===== config.mk =====
export PLATFORM = sky130hd
export DESIGN_NAME = freq_meter_multi
export DESIGN_NICKNAME = d
export VERILOG_FILES = /design/src/rtl/freq_meter_pkg.sv /design/src/rtl/freq_edge_sync.sv /design/src/rtl/freq_meter_multi.sv
export SDC_FILE = /design/constraint.sdc
export NUM_CORES = 1
export LEC_CHECK = 0
export CORE_MARGIN = 5
export CORE_UTILIZATION = 50
export DETAILED_ROUTE_END_ITERATION = 8
export PLACE_DENSITY = 0.73
export SYNTH_ARGS = -nofsm -noshare
export SYNTH_HDL_FRONTEND = slang
export SYNTH_SLANG_ARGS = --single-unit

===== constraint.sdc =====
create_clock -name clk -period 2.7 [get_ports clk]
set_input_delay 0.81 -clock clk [delete_from_list [all_inputs] [get_ports clk]]
set_output_delay 0.81 -clock clk [all_outputs]
set_load 0.005 [all_outputs]

===== src/rtl/freq_meter_pkg.sv =====
// Shared types and defaults for the multi-channel frequency meter.
package freq_meter_pkg;

   localparam int DEF_NUM_CH      = 4;
   localparam int DEF_CNT_W       = 40;
   localparam int DEF_GATE_W      = 32;
   localparam int DEF_SYNC_STAGES = 2;

   typedef enum logic [1:0] {
      IDLE  = 2'd0,
      GATE  = 2'd1,
      LATCH = 2'd2
   } state_t;

   // LSB of channel ch inside a packed bus of width-bit slices
   function automatic int ch_lsb(input int ch, input int width);
      return ch * width;
   endfunction

endpackage


===== src/rtl/freq_edge_sync.sv =====
// Input synchroniser followed by a registered rising-edge detector;
// a pin rise shows up as a one-cycle pulse SYNC_STAGES+1 cycles later.
module freq_edge_sync
   import freq_meter_pkg::*;
#(
   parameter int SYNC_STAGES = DEF_SYNC_STAGES
) (
   input  logic clk,
   input  logic rst_n,
   input  logic sig,
   output logic edge_pulse
);

   logic [SYNC_STAGES-1:0] sync_reg;
   logic                   last_reg;

   always_ff @(posedge clk or negedge rst_n) begin
      if (!rst_n) begin
         sync_reg   <= '0;
         last_reg   <= 1'b0;
         edge_pulse <= 1'b0;
      end else begin
         sync_reg   <= {sync_reg[SYNC_STAGES-2:0], sig};
         last_reg   <= sync_reg[SYNC_STAGES-1];
         edge_pulse <= sync_reg[SYNC_STAGES-1] & ~last_reg;
      end
   end

endmodule


===== src/rtl/freq_meter_multi.sv =====
// Multi-channel frequency meter: counts synchronised rising edges per channel
// over a shared gate window and offers the latched counts on valid/ready.
module freq_meter_multi
   import freq_meter_pkg::*;
#(
   parameter int NUM_CH      = DEF_NUM_CH,
   parameter int CNT_W       = DEF_CNT_W,
   parameter int GATE_W      = DEF_GATE_W,
   parameter int SYNC_STAGES = DEF_SYNC_STAGES
) (
   input  logic                    clk,
   input  logic                    rst_n,
   input  logic                    enable,
   input  logic [GATE_W-1:0]       gate_cycles,
   input  logic [NUM_CH-1:0]       sig_in,
   output logic [NUM_CH*CNT_W-1:0] count_out,
   output logic [NUM_CH-1:0]       overflow,
   output logic                    valid,
   input  logic                    ready,
   output logic                    lost,
   output logic                    gate_active
);

   state_t            state_reg, state_next;
   logic [GATE_W-1:0] gate_cnt_reg;
   logic [CNT_W-1:0]  cnt_reg [NUM_CH];
   logic [NUM_CH-1:0] ovf_reg;
   logic [NUM_CH-1:0] edge_pulse;
   logic              start_window;
   logic              gate_done;
   logic              load_window;

   assign start_window = enable && (gate_cycles != '0);
   assign gate_done    = (gate_cnt_reg == GATE_W'(1));
   assign load_window  = (state_reg != GATE) && (state_next == GATE);
   assign gate_active  = (state_reg == GATE);

   generate
      for (genvar gi = 0; gi < NUM_CH; gi++) begin : g_ch
         freq_edge_sync #(.SYNC_STAGES(SYNC_STAGES)) u_sync (
            .clk        (clk),
            .rst_n      (rst_n),
            .sig        (sig_in[gi]),
            .edge_pulse (edge_pulse[gi])
         );
      end
   endgenerate

   always_comb begin
      state_next = state_reg;
      case (state_reg)
         IDLE:    if (start_window) state_next = GATE;
         GATE: begin
            // dropping enable aborts even in the final gate cycle
            if (!enable)        state_next = IDLE;
            else if (gate_done) state_next = LATCH;
         end
         LATCH:   state_next = start_window ? GATE : IDLE;
         default: state_next = IDLE;
      endcase
   end

   always_ff @(posedge clk or negedge rst_n) begin
      if (!rst_n) begin
         state_reg    <= IDLE;
         gate_cnt_reg <= '0;
      end else begin
         state_reg <= state_next;
         if (load_window)
            gate_cnt_reg <= gate_cycles;
         else if (state_reg == GATE)
            gate_cnt_reg <= gate_cnt_reg - 1'b1;
      end
   end

   always_ff @(posedge clk or negedge rst_n) begin
      if (!rst_n) begin
         for (int k = 0; k < NUM_CH; k++) cnt_reg[k] <= '0;
         ovf_reg <= '0;
      end else if (load_window) begin
         for (int k = 0; k < NUM_CH; k++) cnt_reg[k] <= '0;
         ovf_reg <= '0;
      end else if (state_reg == GATE) begin
         for (int k = 0; k < NUM_CH; k++) begin
            if (edge_pulse[k]) begin
               if (&cnt_reg[k]) ovf_reg[k] <= 1'b1;
               else             cnt_reg[k] <= cnt_reg[k] + 1'b1;
            end
         end
      end
   end

   // a fresh result takes precedence over a same-cycle handshake
   always_ff @(posedge clk or negedge rst_n) begin
      if (!rst_n) begin
         count_out <= '0;
         overflow  <= '0;
         valid     <= 1'b0;
         lost      <= 1'b0;
      end else if (state_reg == LATCH) begin
         for (int k = 0; k < NUM_CH; k++)
            count_out[ch_lsb(k, CNT_W) +: CNT_W] <= cnt_reg[k];
         overflow <= ovf_reg;
         valid    <= 1'b1;
         if (valid && !ready) lost <= 1'b1;
      end else if (valid && ready) begin
         valid <= 1'b0;
      end
   end

endmodule


[Word level (Yosys, flattened, before mapping)]
Index checks and enable logic that the tools add are counted.
Word-level totals
  bits in registers: 380
  output and inout bits: 167
Cells by class
  add/sub/neg operators: 5
  equality and inequality tests: 9
  mux-type cells: 29
  bitwise gates (word level): 8
  reduce and logical (&&, ||, !) cells: 30
Operator list (number)
  $mux W160: 2
  $mux W40: 8
  $add A40 B1 Y40 const B: 4
  $reduce_and A40 Y1: 4
  $mux W32: 2
  $eq A32 B1 Y1 const B: 1
  $reduce_bool A32 Y1: 1
  $sub A32 B1 Y32 const B: 1
  $reduce_and A3 Y1: 8
  $reduce_bool A2 Y1: 10
  $mux W1: 11
  $mux W4: 2
  $ne A2 B2 Y1 const B: 4
  $mux W2: 3
  $pmux W2 S3: 1
  $and A1 B1 Y1: 4
  $eq A2 B1 Y1 const B: 2
  $logic_and A1 B1 Y1: 4
  $not A1 Y1: 4
  $eq A2 B2 Y1 const B: 1
  $logic_not A2 Y1: 1
  $ne A2 B1 Y1 const B: 1
  $reduce_and A2 Y1: 1
  $logic_not A1 Y1: 1

[Logic depth before layout (Yosys ltp)]
  depth after elaboration: 8
  depth in mapped cells: 9
  gate-level depth less buffers: 7

[By module]
A second synthesis with hierarchy kept.
Second synthesis, totals
  cell total of the unflattened synthesis: 1668
  area, all modules: 17739.5 um2
Modules (own cells, without submodules)
  freq_meter_multi: times used 1, cells an instance 1648, area an instance 17284.1 um2
  freq_edge_sync: times used 4, cells an instance 5, area an instance 113.9 um2

[Worst setup path after synthesis]
No wires, ideal clock.
  path type: register to register
  start point: reg cnt_reg[8] in the netlist's numbering
  end point: reg cnt_reg[7] in the netlist's numbering
  library setup time: 132 ps
  data arrival time: 2145 ps
  data required time: 2568 ps
  setup slack: 423 ps
  cell stages (with the launch flop): 8
  path buffers: 2
  cells stage by stage: dfrtp_1 > nand4_2 > or4_4 > o41ai_2 > buf_4 > buf_6 > xnor2_1 > nor2_1
On the way
  longest elaborated chain between the ends: 3
RTL lines
  start: declaration: RTL line freq_meter_multi.sv:26  | logic [CNT_W-1:0] cnt_reg [NUM_CH];
  start signal: indexed assignment: RTL line freq_meter_multi.sv:87  | else cnt_reg[k] <= cnt_reg[k] + 1'b1;
  $reduce_and A40 Y1: RTL line freq_meter_multi.sv:86  | if (&cnt_reg[k]) ovf_reg[k] <= 1'b1;
  $ne A2 B2 Y1 (no line)
  $reduce_and A3 Y1 (no line)
Every way passes these cells.
A chain may end at the register's enable or synchronous reset.

[Worst setup path after layout]
  start point: in gate_cycles[7]
  end point: reg cnt_reg[146] in the netlist's numbering
On the way
  longest elaborated chain between the ends: 8
  elaborated cells between the ends (all ways): 12
RTL lines
  start: declaration: RTL line freq_meter_multi.sv:14  | input logic [GATE_W-1:0] gate_cycles,
  $reduce_bool A32 Y1 *: RTL line freq_meter_multi.sv:33  | assign start_window = enable && (gate_cycles != '0);
  $logic_and A1 B1 Y1 *: RTL line freq_meter_multi.sv:33
  $mux W1 / $mux W2 (equally long branches): RTL line freq_meter_multi.sv:58, freq_meter_multi.sv:52
  $pmux W2 S3 *: RTL line freq_meter_multi.sv:51  | case (state_reg)
  $eq A2 B1 Y1 *: RTL line freq_meter_multi.sv:35  | assign load_window = (state_reg != GATE) && (state_next == GATE);
  $logic_and A1 B1 Y1 *: RTL line freq_meter_multi.sv:35
  $ne A2 B2 Y1 (no line) / $reduce_bool A2 Y1 (equally long branches)
  $reduce_and A3 Y1 (no line)
Mark *: on every way between the ends. The rest lies on a longest branch, timed or not.

==> results by group <==
Status
  • Status: completed

Floorplanning
  • # rows: a little under 70
  • Core area: approximately 35000 um^2
  • Die W: between 150 and 200 um
  • # IOs: slightly above 200
  • Initial Util: 50.7%
  • Die area: about 39000 um^2
  • Die H: slightly below 200 um

Synthesis
  • Post-synth EDFFs: 0
  • Post-synth cell types: 60
  • Mapped Cells: approximately 1600
  • Flop and latch count out of synthesis: 380
  • Syn_nets: 1670
  • Asr flop ratio synth: 100%
  • Post-synth top area share: between 50% and 60%
  • Syn Area/Cell: 10.8 um^2
  • Most frequent cell after synthesis: dfrtp_1
  • Synthesized cell area: 17500 um^2
  • Synth top area cells: dfrtp_1 54%, mux2_2 9.5%, nand2_1 3.1%, a21oi_1 2.9%, o21ai_0 2.9%
  • Most frequent cells after synthesis: 380 x dfrtp_1, 148 x mux2_2, 143 x nand2_1
  • Ys Warns: 0
  • Top_reg_cell synth: dfrtp_1
  • Post-synth top area cell: dfrtp_1
  • Sequential fraction of the synthesis area: 54.3%

STA
  • Worst Skew: 0.0156 ns
  • Hold Fails Final Rpt: 0
  • Slew HR: 53.2%
  • Unrepaired setup endpoints after global routing: false
  • Final Critical Period: approximately 2.4 ns
  • Final setup violation count: 0
  • Tightest Pin Transition: about 0.70 ns
  • Max-slew violations: 0
  • Maximum clock frequency: around 400 MHz
  • Final WS setup: approximately 0.25 ns
  • Final worst-path cycle share: around nine tenths

CTS
  • CTS Buf Count: 40
  • Reg clk slew, reported paths: 0.06 ns
  • Worst skew pair latency: around 0.52 ns
  • Hold-fix buffer count after cts: 0
  • Htree depth: 2
  • Clock Sinks: 380
  • CTS tree: done
  • Clock root buffer: clkbuf_16
  • Clock Tree Buf Depth: 3

Placed design
  • DP HPWL: between 30000 and 40000 um
  • Dpl ws: -0.318 ns
  • Cell area after placement: 20800 um^2
  • Port Buf Inserts: around 200
  • Routability cong.: 0.886

Cells and area
  • P&R area growth vs syn: 26.9%
  • N_diodes: 0
  • Layout cells sized above 1: between 15 and 20%
  • # nets final: 1946
  • Finished Cell Area: 22200 um^2

GRT
  • Vias in the first global route: 14000
  • Antenna violations before repair: 0
  • First-pass GRT wire length: ~73000 um
  • GRT Total Usage: approximately 22%
  • GRT overflow: 0
  • Largest net degree at the start of global routing: 77

Drt
  • Avg WL per Cell: about 19 um
  • Routed WL: roughly 44000 um
  • DRT Pass-1 Iters: 5
  • # DRC: 0
  • Routed Antenna Nets: 0
  • Vias per cell: ~6.0
  • Vias: ~14000
  • DRT iter0 DRCs: about 890

Critical path
  • Worst Path Max Fanout: 29
  • CP Capture Type: flop
  • Worst EP arrival: around 2.9 ns
  • Worst EP required: between 3 and 4 ns
  • Startpoint class of the critical path: input pin
  • Setup Crit Path Kind: in -> reg

Min path
  • Hold WC Path Type: in -> async

Flow run
  • Max-capacitance violation count: 0

Power
  • Leakage power: 9.36 nW
  • VDD IR-drop max: 350 uV
  • PwrDens: 569 nW/um^2
==> final timing paths <==
kind | to | slack (ns) | from | depth (start not counted)
max | cnt_reg[146]$_DFFE_PN0P_ | 0.25 | gate_cycles[7] | 6
min | cnt_reg[25]$_DFFE_PN0P_ | 0.22 | rst_n | 1
max reg2reg | cnt_reg[91]$_DFFE_PN0P_ | 0.27 | state_reg[0]$_DFF_PN0_ | 6
min reg2reg | g_ch[0].u_sync.sync_reg[1]$_DFF_PN0_ | 0.35 | g_ch[0].u_sync.sync_reg[0]$_DFF_PN0_ | 0
max in group asynchronous | count_out[131]$_DFFE_PN0P_ | 1.63 | rst_n | 2
min in group clk | g_ch[0].u_sync.sync_reg[1]$_DFF_PN0_ | 0.35 | g_ch[0].u_sync.sync_reg[0]$_DFF_PN0_ | 0
==> metrics by stage <==
step                std cells  util (%)  TNS, ns  hold WS [ns]  power, mW
floorplan                1624         -        0         0.331       6.54
global placement         2312      60.3   -12.53         0.333       7.01
detailed placement       2312      60.3   -23.60         0.336       7.05
CTS                      2384      64.3        0         0.198       12.8
global route             2384      64.3        0         0.213       13.1
finish                   2384      64.3        0         0.215       12.6
==> layout make-up <==
type                    count  area (um^2)
fillers                  2732        12300
inverters                  23         86.3
clock buffers              57         1190
clock inverters            14          198
repair buffers            318         3070
well taps                 455          569
flip-flops and latches    380         9510
multi-input cells        1137         7600
==> worst max-delay path, stage by stage <==
cell,delay (ns)
clkdlybuf4s50_1,0.43
nor4_1,0.36
nand4_1,0.21
o21a_4,0.39
buf_4,0.27
o41ai_1,0.36
==> where the power goes <==
group / leakage, nW / total [mW] / internal [mW] / switching (mW)
clock: 0.686 / 5.70 / 3.53 / 2.17
combinational: 3.46 / 0.883 / 0.371 / 0.512
sequential: 5.21 / 6.07 / 5.86 / 0.205
total: 9.36 / 12.6 / 9.76 / 2.89
==> kinds of logic (layout without fill, tap and decap cells) <==
group                    after synthesis  after routing  synth area share, %
AND/OR/NAND/NOR                      605            605                 19.5
XOR/XNOR                              32             32                 1.60
multiplexers                         154            154                 9.86
flip-flops                           380            380                 54.3
buffers and inverters                107            412                 2.48
adder cells (fa/ha/maj)                6              6                0.429
AO/OA/AOI/OAI                        340            340                 11.8
==> layout by cell type, fill, tap and decap left out, drive strengths merged, types with 3 or more instances in the layout <==
cell	synthesis	layout
a21oi	103	103
a31oi	5	5
and2	7	7
and3	16	16
and4	14	14
buf	24	113
bufinv	0	5
clkbuf	60	57
clkdlybuf4s50	0	204
clkinv	1	9
dfrtp	380	380
ha	6	6
inv	22	22
mux2	148	148
mux2i	6	6
nand2	143	143
nand2b	6	6
nand3	78	78
nand3b	4	4
nand4	59	59
nand4b	3	3
nor2	40	40
nor2b	6	6
nor3	34	34
nor4	46	46
o211ai	43	43
o21a	5	5
o21ai	105	105
o311ai	10	10
o31ai	48	48
o41ai	10	10
or2	4	4
or3	74	74
or4	62	62
xnor2	28	28
xor2	4	4
==> timing repair <==
action | 4_1_cts | 5_1_grt
gates resized for setup | 0 | 2
buffers inserted | 1 | 0
endpoints found under the setup margin | 1 | 5
hold endpoints to repair | 0 | 0
pin swaps | 0 | 0
==> metal layers <==
| metal | vias up | global-route usage (%) | wire length (um) |
|---|---|---|---|
| met5 | - | 0 | 0 |
| met4 | 0 | 5.01 | 753 |
| met3 | 57 | 2.90 | 2260 |
| met2 | 417 | 37.4 | 21400 |
| met1 | 7155 | 31.7 | 19700 |
| li1 | 6697 | - | - |
No activity file was read; power rests on OpenSTA's default activity.
==> RTL change (config.mk and constraints unchanged) <==
Put one more register stage on the output `count_out`. The value now appears one clock later. The other outputs are not delayed to match.
--- a/src/rtl/freq_meter_multi.sv
+++ b/src/rtl/freq_meter_multi.sv
@@ -21,4 +21,6 @@
    output logic                    gate_active
 );
+
+   logic [NUM_CH*CNT_W-1:0] count_s0;
 
    state_t            state_reg, state_next;
@@ -94,5 +96,5 @@
    always_ff @(posedge clk or negedge rst_n) begin
       if (!rst_n) begin
-         count_out <= '0;
+         count_s0 <= '0;
          overflow  <= '0;
          valid     <= 1'b0;
@@ -100,5 +102,5 @@
       end else if (state_reg == LATCH) begin
          for (int k = 0; k < NUM_CH; k++)
-            count_out[ch_lsb(k, CNT_W) +: CNT_W] <= cnt_reg[k];
+            count_s0[ch_lsb(k, CNT_W) +: CNT_W] <= cnt_reg[k];
          overflow <= ovf_reg;
          valid    <= 1'b1;
@@ -109,4 +111,8 @@
    end
 
+   always_ff @(posedge clk) begin
+      count_out <= count_s0;
+   end
+
 endmodule
 
Function: same outputs for any inputs over 4 cycles, from zero or initial values and one cycle with rst_n low; that may be too few to reach the edited logic, so the function may still have changed.
==> RTL change against the original RTL <==
  * Sequential power up 39%
  * Synthesized area grew 19%
  * Via count rose by 8.7%
  * Final area increased by 17%
  * Sequential cell count rose by 160
  * Routed wire length grew 8.1%
  * Die area is 18% higher
  * Power rose by 33%
  * Worst setup slack worse by 0.12 ns
  * Critical endpoint is now cnt_reg[157]
==> RTL change: results (changes against the original RTL) <==
\begin{tabular}{lr}
\hline
Metric & Value \\
\hline
\multicolumn{2}{l}{\textbf{Run status}} \\
Outcome & finished, final reports clean \\
\multicolumn{2}{l}{\textbf{Place}} \\
Port-buffer cells & 206 (unchanged) \\
Weighted congestion at the end of routability-driven global placement & 0.873 (-1.5\%) \\
Hpwl dp & 32400 um (+3.9\%) \\
Cell Count Post-Placement & 2563 (+11\%) \\
\multicolumn{2}{l}{\textbf{Routing}} \\
DRC marker count from the first detailed-route iteration & 1322 (+49\%) \\
Routed via count divided by cell count & 5.85 (-2.6\%) \\
DRT Wirelength & 47700 um (+8.1\%) \\
\multicolumn{2}{l}{\textbf{STA}} \\
Actual transition at the worst max-transition pin & 0.742 ns (+0.0464 ns) \\
Clock Skews & 0.0107 ns (-0.00489 ns) \\
\multicolumn{2}{l}{\textbf{Yosys}} \\
Leading post-synthesis cells by cell area & dfrtp\_1, dfxtp\_1, mux2\_2 \\
Post-Syn Nets & 1863 (+12\%) \\
Number of different library cells in the post-synthesis netlist & 58 (-3.3\%) \\
Top cells by count, synth & dfrtp\_1, dfxtp\_1, mux2\_2, nand2\_1, a21oi\_1 \\
Post-synthesis sequential area ratio & 0.609 (+0.0658) \\
Mean Syn Cell Area & 11.5 sq um (+6.6\%) \\
Proportion of synthesized flip-flops having asynchronous set or reset & 0.704 (-0.296) \\
\multicolumn{2}{l}{\textbf{Clocking}} \\
Worst-skew pair later-pin latency & 0.58 ns (+0.06 ns) \\
Clock buffers created by TritonCTS & 52 (+30\%) \\
Post\_cts resized & 6 (+6) \\
Number of setup buffers added after CTS & 0 (-1) \\
Count of H-tree levels built during CTS & 2 (unchanged) \\
\multicolumn{2}{l}{\textbf{Power and ir drop}} \\
Leak Pwr & 10.9 nW (+16\%) \\
Max IR drop VDD & 331 uV (-5.5\%) \\
\multicolumn{2}{l}{\textbf{Global routing}} \\
First-pass GRT wire length & 80200 um (+9.9\%) \\
Largest net degree at the start of global routing & 73 (-5.2\%) \\
GR Layer Usage met3 & 0.0415 (+0.0125) \\
Vias in the first global route & 15600 (+11\%) \\
Grt met2 use & 0.331 (-0.0425) \\
Global routing usage on met1 & 0.285 (-0.0321) \\
Total Routing Usage GR & 0.206 (-0.0177) \\
Number of antenna violations at the first check in global routing & 3 (+3) \\
\multicolumn{2}{l}{\textbf{Finish}} \\
Fill cell instance count of the final layout & 3206 (+17\%) \\
Share of layout cells above drive strength 1 & 0.166 (-0.0155) \\
Number of standard cells in the final layout excluding fillers & 2660 (+12\%) \\
Layout net count & 2131 (+9.5\%) \\
\multicolumn{2}{l}{\textbf{Worst setup path}} \\
Arr. time, crit path & 3.07 ns (+0.22 ns) \\
Top fanout value on the critical path & 8 (-72\%) \\
\multicolumn{2}{l}{\textbf{Min path}} \\
Class of the worst hold path & in2async \\
\hline
\end{tabular}
==> RTL change: cell count changes after synthesis, moves of 5 or more <==
cell | unedited run | this run
a21oi_1 | 103 | 113
buf_2 | 14 | 6
clkbuf_1 | 60 | 81
dfxtp_1 | 0 | 160
nand3_1 | 78 | 73
nand4_1 | 57 | 63
nor4_1 | 41 | 35
o211ai_1 | 43 | 35
o31ai_1 | 47 | 63
or3_1 | 74 | 67
or4_1 | 61 | 76
xnor2_1 | 28 | 19
==> RTL change: area by class of cell <==
type / count / area, sq um / share of cell area
antenna: 1 / 2.50 / 0.0000962
clock buffer: 78 / 1600 / 0.0614
clock inverter: 18 / 188 / 0.00722
timing repair buffer: 305 / 2950 / 0.113
multi-input combinational: 1160 / 7790 / 0.300
tap: 532 / 666 / 0.0256
sequential: 540 / 12700 / 0.489
inverter: 26 / 100 / 0.00385
==> RTL change: metal layers <==
layer	vias to the layer above	share of wire	wire (um)
met5	-	0.00067	32
met4	6	0.025	1170
met3	91	0.057	2720
met2	447	0.47	22500
met1	7688	0.45	21300
li1	7334	-	-
==> RTL change: critical path, cell delays in order (launching register included) <==
cell	delay, ns
dfrtp_1	0.48
buf_4	0.24
nand3b_1	0.15
or4_1	0.59
a2111o_1	0.43
or4_1	0.43
a21oi_1	0.17
==> RTL change: report_power, final <==
group          switching [mW]  internal (mW)
sequential              0.196           8.22
combinational           0.548          0.362
clock                    3.04           4.39
total                    3.78           13.0
==> RTL change: through the flow <==
step	hold slack [ns]	utilization	power (mW)	cell area, sq um	worst slack, ns
6_report	0.139	0.633	16.8	26000	0.128
3_5_place_dp	0.336	0.589	9.47	24200	-0.254
2_1_floorplan	0.331	-	8.99	20900	0.192
3_3_place_gp	0.334	0.589	9.44	24200	-0.198
4_1_cts	0.141	0.632	16.9	26000	0.0836
5_1_grt	0.166	0.632	17.4	26000	0.0498
==> RTL change: cell families (layout without fill, tap and decap cells) <==
logic type,Yosys count,count (layout),synth area share
buf+inv,117,427,0.0218
mux,156,156,0.0836
compound gates,355,355,0.104
flops,540,540,0.609
other cells,0,1,0
fa+ha+maj,6,6,0.00360
simple gates,618,618,0.168
xor+xnor,25,25,0.0105
==> RTL change: worst paths after layout <==
path | slack [ns] | from | cells after the start | to
max reg2reg | 0.13 | state_reg[0] | 6 | cnt_reg[157]
min in group clk | 0.35 | g_ch[0].u_sync.sync_reg[0] | 0 | g_ch[0].u_sync.sync_reg[1]
min reg2reg | 0.35 | g_ch[0].u_sync.sync_reg[0] | 0 | g_ch[0].u_sync.sync_reg[1]
min | 0.14 | rst_n | 1 | count_s0[148]
max in group asynchronous | 1.74 | rst_n | 2 | count_s0[109]
max | 0.13 | state_reg[0] | 6 | cnt_reg[157]
